==> config.mk <==
export PLATFORM = sky130hd
export DESIGN_NAME = uart_tx_arbiter
export DESIGN_NICKNAME = d
export VERILOG_FILES = /design/src/rtl/uart_tx_arbiter.sv
export SDC_FILE = /design/constraint.sdc
export NUM_CORES = 1
export LEC_CHECK = 0
export BUFFER_PORTS_ARGS = -buffer_cell sky130_fd_sc_hd__buf_4
export CORE_UTILIZATION = 43
export CTS_CLUSTER_SIZE = 12
export DETAILED_ROUTE_END_ITERATION = 8
export PLACE_DENSITY = 0.75
export SLEW_MARGIN = 10
export SYNTH_ARGS = -nofsm -noshare
export SYNTH_HDL_FRONTEND = slang
export SYNTH_SLANG_ARGS = --single-unit
==> constraint.sdc <==
create_clock -name i_clock -period 1.95 [get_ports i_clock]
set_clock_uncertainty 0.05 [all_clocks]
set_input_delay 0.2925 -clock i_clock [delete_from_list [all_inputs] [get_ports i_clock]]
set_output_delay 0.2925 -clock i_clock [all_outputs]
set_load 0.01 [all_outputs]
==> src/rtl/uart_tx_arbiter.sv <==
// Round-robin arbiter that lets N_REQ requesters share one UART transmitter.
// Each grant captures the winner's byte, strobes the transmitter once, and acks on its done tick.
module uart_tx_arbiter #(
    parameter int unsigned DATA_BITS = 8,
    parameter int unsigned N_REQ     = 4
) (
    input  logic                         i_clock,
    input  logic                         i_reset,
    input  logic [N_REQ-1:0]             i_req,
    input  logic [N_REQ*DATA_BITS-1:0]   i_data,
    output logic [N_REQ-1:0]             o_grant,
    output logic [N_REQ-1:0]             o_ack,
    output logic                         o_tx_start,
    output logic [DATA_BITS-1:0]         o_tx_data,
    input  logic                         i_tx_done_tick,
    output logic                         o_busy
);

    localparam int unsigned PtrW = (N_REQ > 1) ? $clog2(N_REQ) : 1;

    typedef enum logic [1:0] {StIdle, StStart, StWaitDone, StAck} state_e;

    state_e                 state_q, state_d;
    logic [PtrW-1:0]        ptr_q, ptr_d;
    logic [N_REQ-1:0]       grant_q, grant_d;
    logic [DATA_BITS-1:0]   data_q, data_d;
    logic [PtrW-1:0]        win_idx, cand;
    logic                   win_valid;

    // First set request at ptr, ptr+1, ... wrapping modulo N_REQ.
    always_comb begin
        win_valid = 1'b0;
        win_idx   = '0;
        cand      = '0;
        for (int unsigned i = 0; i < N_REQ; i++) begin
            cand = PtrW'((32'(ptr_q) + i) % N_REQ);
            if (!win_valid && i_req[cand]) begin
                win_valid = 1'b1;
                win_idx   = cand;
            end
        end
    end

    always_comb begin
        state_d = state_q;
        ptr_d   = ptr_q;
        grant_d = grant_q;
        data_d  = data_q;
        case (state_q)
            StIdle: begin
                if (win_valid) begin
                    grant_d = N_REQ'(1) << win_idx;
                    data_d  = i_data[32'(win_idx)*DATA_BITS +: DATA_BITS];
                    ptr_d   = PtrW'((32'(win_idx) + 1) % N_REQ);
                    state_d = StStart;
                end
            end
            StStart:    state_d = StWaitDone;
            StWaitDone: if (i_tx_done_tick) state_d = StAck;
            StAck: begin
                grant_d = '0;
                state_d = StIdle;
            end
            default:    state_d = StIdle;
        endcase
    end

    always_ff @(posedge i_clock) begin
        if (i_reset) begin
            state_q <= StIdle;
            ptr_q   <= '0;
            grant_q <= '0;
            data_q  <= '0;
        end else begin
            state_q <= state_d;
            ptr_q   <= ptr_d;
            grant_q <= grant_d;
            data_q  <= data_d;
        end
    end

    assign o_grant    = grant_q;
    assign o_tx_data  = data_q;
    assign o_tx_start = (state_q == StStart);
    assign o_ack      = (state_q == StAck) ? grant_q : '0;
    assign o_busy     = (state_q != StIdle);

endmodule

======== After elaboration in Yosys (flattened, before gate mapping) ========
Index checks and enable logic that the tools add are counted.
Widths: inputs -> output; s select.
word-level totals
  input bits .............................. 39
  output and inout bits ................... 18
  flip-flop bits (word level) ............. 16
operators by class
  mux-type cells .......................... 22
  $lt $le $gt $ge ......................... 4
  reductions and logical operators ........ 12
  shift-type cells ........................ 2
  equal/unequal tests ..................... 5
  $add $sub $neg .......................... 4
operators with widths
  kind                 number
  $shiftx 32x6->8      1
  $lt 2x3->1 const B   4
  $mux 2               6
  $bmux 1 s2           4
  $mux 1               8
  $mux 4               2
  $pmux 2 s4           1
  $pmux 4 s2           1
  $reduce_and 2->1     3
  $add 2x1->2 const B  2
  $add 2x2->2 const B  2
  $eq 2x2->1 const B   2
  $ne 2x2->1 const B   2
  $reduce_bool 2->1    2
  $shl 1x2->4 const A  1
  $logic_and 1x1->1    3
  $logic_not 1->1      3
  $eq 2x1->1 const B   1
  $logic_not 2->1      1

======== Longest topological paths before layout ========
  word-level depth ........................ 15
  depth in mapped cells ................... 8
  gate-level depth less buffers ........... 7

======== Worst setup path after synthesis ========
No wires, ideal clock.
  path type ............................... register to register
  from .................................... register state_q[0]
  to ...................................... register grant_q[2], in the netlist o_grant[2]
  path slack .............................. 0.395 ns
  stages on the path, launching flop included .. 8
  arrival ................................. 1.435 ns
  cells stage by stage .................... dfxtp_1 inv_1 ha_1 inv_1 nor2_1 o211ai_1 or3b_1 a21oi_1
between the ends
  cells in the longest elaborated chain, start to end .. 3
  elaborated cells between the ends (all ways) .. 6
  those cells by class .................... eq/ne (2); mux (1); reduce/logical (3)
RTL lines
  element                                                           RTL line  RTL
  start, declared                                                   23        state_e state_q, state_d;
  start signal, assigned                                            70        state_q <= StIdle;
  start signal, assigned                                            75        state_q <= state_d;
  $eq 2x2->1 or $logic_not 2->1 (tied branches)                     49        case (state_q)
  $reduce_bool 2->1 (no source line) or $ne 2x2->1 (tied branches)  n/a
  $reduce_and 2->1 (no source line)                                 n/a
  end signal, assigned                                              77        grant_q <= grant_d;
  end, declared                                                     25        logic [N_REQ-1:0] grant_q, grant_d;
Parallel ways exist; a longest one is shown, timed or not.
A chain may end at the register's enable or synchronous reset.

======== Worst setup path in the final report ========
  from .................................... register ptr_q[1]
  to ...................................... register data_q[0], in the netlist o_tx_data[0]
between the ends
  cells in the longest elaborated chain, start to end .. 13
  elaborated cells between the ends (all ways) .. 27
  those cells by class .................... add/sub (3); shift (1); mux (16); reduce/logical (7)
RTL lines
  element                                                               RTL line  RTL
  start, declared                                                       24        logic [PtrW-1:0] ptr_q, ptr_d;
  start signal, assigned                                                76        ptr_q <= ptr_d;
  parallel branches: the longest is 13 deep, another holds $add 2x1->2  n/a
  end signal, assigned                                                  78        data_q <= data_d;
  end, declared                                                         26        logic [DATA_BITS-1:0] data_q, data_d;
Several ways; the timed one is not identified. The select of a mux whose other input is x is not followed.

==> impl_metrics.csv <==
group,metric,value,unit
synthesis,post_synth_edffs,0,
power,switching_fraction,43.52,%
power,p_sw,0.8472,mW
status,run_status,"completed",
floorplan,die_w,50.64,um
critical_path,crit_path_max_fanout,9,
clock_network,tritoncts.num_buffers,3,
floorplan,initial_core_util,45.98,%
synthesis,synth.area.top_cells,"sky130_fd_sc_hd__dfxtp_1 (31%), sky130_fd_sc_hd__nor2_1 (8.1%), sky130_fd_sc_hd__mux2i_1 (7.9%)",
worst_hold_path,hold_path.class,"in -> reg",
synthesis,ys_ff_latch,16,
synthesis,synth_top_area_share,31.49,%
power,power.density_cell_area,1320,nW/um2
placed_design,placed_cell_area,1441,um2
sta,final_max_slew_viol_count,0,
critical_path,timing.critical_path.required,2.06,ns
clock_network,clock_insertion_delay_worst_skew,0.29,ns
critical_path,worstPathCellList,"nand2_1 -> a211o_1 -> o211ai_1 -> or2_1 -> o32ai_1",
route,vias_per_cell,5.560,
layout,design.final.nets,218,
critical_path,crit_family,"compound AO/OA/AOI/OAI gates",
clock_network,holdBufCountCts,0,
route,drtAntennaViolNets,0,
clock_network,cts_htree_levels,1,
layout,nFillCells,208,
sta,timing_hold_violations_final,0,
floorplan,core_region_area,2212,um2
layout,insertedDiodeCount,0,
synthesis,yosys.area.top_type,"sky130_fd_sc_hd__dfxtp_1",
critical_path,critical_path.slowest_cell,"sky130_fd_sc_hd__dfxtp_1",
global_routing,global_route.usage.total,23.09,%
power,max-vdd-ir-drop,729.7,uV
global_routing,grt_first_pass_wirelength,4429,um
critical_path,worst-setup-path-type,"reg -> reg",
clock_network,post-cts-setup-buffer-count,0,
sta,grt_setup_unrepaired,"no",
worst_hold_path,worst_hold_startpoint,"i_data[31]",
synthesis,synthesis.yosys.warnings,0,
global_routing,antenna_violations_before_repair,0,
placed_design,port-buffer-count,56,
route,detail_route.wl_per_cell,14.75,um
placed_design,gp_routability_congestion,0.7781,
layout,area.sequential,320.3,um2
synthesis,syn_area_cell,8.477,um2
sta,finalWorstPathRequiredPeriod,1.776,ns
synthesis,synth.yosys.seq_area_share,31.49,%
route,drt-total-wl,2950,um
critical_path,critical_path.startpoint_type,"flip-flop",
clock_network,clkSlewWorstSetupHoldPaths,0.09,ns
layout,stdcell_count,200,
synthesis,dominantRegCellSynth,"sky130_fd_sc_hd__dfxtp_1",
placed_design,dp_hpwl,2230,um
layout,drive_gt1_share,38.37,%
global_routing,grt_max_degree,18,
layout,flow.area_growth_from_synthesis,45.02,%
sta,layout_setup_ws,0.1737,ns
global_routing,number_of_global_route_vias_before_repair,990,
synthesis,post_synth_num_cell_types,31,
power,clkPwrFrac,9.3,%
route,dr_total_vias,1112,
clock_network,cts_repair_resize_count,0,
power,power_frac_comb,60.4,%
sta,setup-tns-final,0,ns
sta,max_freq,563.0,MHz
clock_network,clockBufferDepth,2,
critical_path,r2r_start,"ptr_q[1]$_SDFFE_PP0P_",
clock_network,cts_tree,"yes",
critical_path,arrival,1.89,ns
floorplan,die-area,2564,um2
sta,slew_headroom,69.69,%
route,routed-wl-met3,118,um
clock_network,cts.sink_count,16,
power,power_leakage,0.6956,nW
power,power_report.internal_total,1.100,mW
placed_design,post-place-cells,197,
sta,timing.final.crit_share,91.09,%
synthesis,synth-async-reset-ratio,0,%
synthesis,synthesis.nets,164,
clock_network,clk_root_buffer_cell,"sky130_fd_sc_hd__clkbuf_4",
synthesis,post_synth_instance_area,1017,um2
route,routed.top_layer,"met4",
placed_design,pre_cts_slack,0.02353,ns
layout,combined_area_of_the_multi_input_logic_cells,650.6,um2
floorplan,io_pins,57,
route,drt_iter0_drc,16,
route,dr_wl_met2,1561,um
floorplan,die_h,50.64,um
power,power.share.sequential,30.3,%
floorplan,placementRows,17,
global_routing,overflow,0,
critical_path,worstPathBufferInverterCount,0,
critical_path,setup.worst_path.end_class,"flip-flop",
critical_path,worst_setup_startpoint,"ptr_q[1]$_SDFFE_PP0P_",
sta,max_slew.worst_pin.slew,0.4547,ns
route,remaining_drc_errors,0,
synthesis,synthesized_instance_count,120,
route,drt-met1-wl,1254,um
layout,post-route-cell-area,1475,um2
critical_path,timing.critical_path.slowest_cell_delay,0.50,ns
route,drt_first_pass_iters,4,
flow_run,max_capacitance_violation_count,0,
sta,finalSetupViolCount,0,
[metal layers]
layer,global-route usage (%),vias up
met2,40.22,31
met3,3.636,2
met4,8.333,0
met5,0,-
met1,28.34,529
li1,-,550
[tightest hold or removal path: stages]
cell and delay (ns):
sky130_fd_sc_hd__buf_4 0.07, sky130_fd_sc_hd__mux2i_1 0.05, sky130_fd_sc_hd__o32ai_1 0.10
[stage by stage]
| stage | util (%) | total power, mW | hold WS (ns) |
|---|---|---|---|
| after floorplan | - | 1.331 | 0.4280 |
| after global placement | 65.16 | 1.715 | 0.4073 |
| after detailed placement | 65.16 | 1.757 | 0.4141 |
| after CTS | 66.18 | 1.935 | 0.2213 |
| after global routing | 66.69 | 2.079 | 0.2301 |
| final | 66.69 | 1.947 | 0.2215 |
[worst paths after layout]
path | slack, ns | to | cells after the start
hold / removal | 0.22 | o_tx_data[7]$_SDFFE_PP0P_ | 3
setup reg to reg | 0.17 | o_tx_data[0]$_SDFFE_PP0P_ | 5
setup / recovery | 0.17 | o_tx_data[0]$_SDFFE_PP0P_ | 5
hold reg to reg | 0.43 | o_grant[2]$_SDFFE_PP0P_ | 2
[Yosys cell counts, types with 2 or more instances]
| library cell | instances |
|---|---|
| sky130_fd_sc_hd__and2_1 | 4 |
| sky130_fd_sc_hd__mux2i_1 | 8 |
| sky130_fd_sc_hd__dfxtp_1 | 16 |
| sky130_fd_sc_hd__clkbuf_1 | 4 |
| sky130_fd_sc_hd__nand2_1 | 4 |
| sky130_fd_sc_hd__nor2b_1 | 5 |
| sky130_fd_sc_hd__nor2_1 | 22 |
| sky130_fd_sc_hd__a21oi_1 | 6 |
| sky130_fd_sc_hd__buf_2 | 4 |
| sky130_fd_sc_hd__o21ai_1 | 2 |
| sky130_fd_sc_hd__a211oi_1 | 2 |
| sky130_fd_sc_hd__o32ai_1 | 8 |
| sky130_fd_sc_hd__inv_1 | 3 |
| sky130_fd_sc_hd__a22oi_1 | 3 |
| sky130_fd_sc_hd__a221oi_1 | 8 |
| sky130_fd_sc_hd__o211ai_1 | 2 |
| sky130_fd_sc_hd__ha_1 | 5 |
[cell type report]
class | count | area share [%]
well taps | 28 | 2.375
clock buffers | 3 | 1.527
inverters | 3 | 0.7634
multi-input cells | 92 | 44.11
flip-flops and latches | 16 | 21.71
repair buffers | 58 | 29.52
[flip-flops by register name, summed over array words and instances, names as in the netlist]
| name | count |
|---|---|
| ptr_q | 2 |
| o_tx_data | 8 |
| state_q | 2 |
| o_grant | 4 |
[kinds of logic after synthesis]
| kind of cell | synth area share (%) |
|---|---|
| compound gates | 27.06 |
| flops | 31.49 |
| simple gates | 21.77 |
| fa+ha+maj | 6.150 |
| mux | 7.872 |
| buf+inv | 5.658 |
[power groups by stage]
stage          logic [mW]  registers [mW]  clock network, mW
2_1_floorplan       0.722           0.610                  0
3_3_place_gp         1.13           0.587                  0
3_5_place_dp         1.16           0.593                  0
4_1_cts              1.16           0.588              0.183
5_1_grt              1.28           0.608              0.195
6_report             1.18           0.590              0.180
[layout by cell type, fill, tap and decap left out, drive strengths merged]
| cell | instances |
|---|---|
| buf | 58 |
| nor2 | 22 |
| dfxtp | 16 |
| a221oi | 8 |
| mux2i | 8 |
| o32ai | 8 |
| a21oi | 6 |
| ha | 5 |
| nor2b | 5 |
| and2 | 4 |
| nand2 | 4 |
| inv | 3 |
| a22oi | 3 |
| clkbuf | 3 |
| o21ai | 3 |
| o211ai | 2 |
| a211oi | 2 |
| nor3 | 2 |
| o31ai | 1 |
| o211a | 1 |
| nor4 | 1 |
| nand2b | 1 |
| nor3b | 1 |
| o22ai | 1 |
| a211o | 1 |
| or2 | 1 |
| or3 | 1 |
| or3b | 1 |
Note: power is estimated with default switching activity, not from simulation.
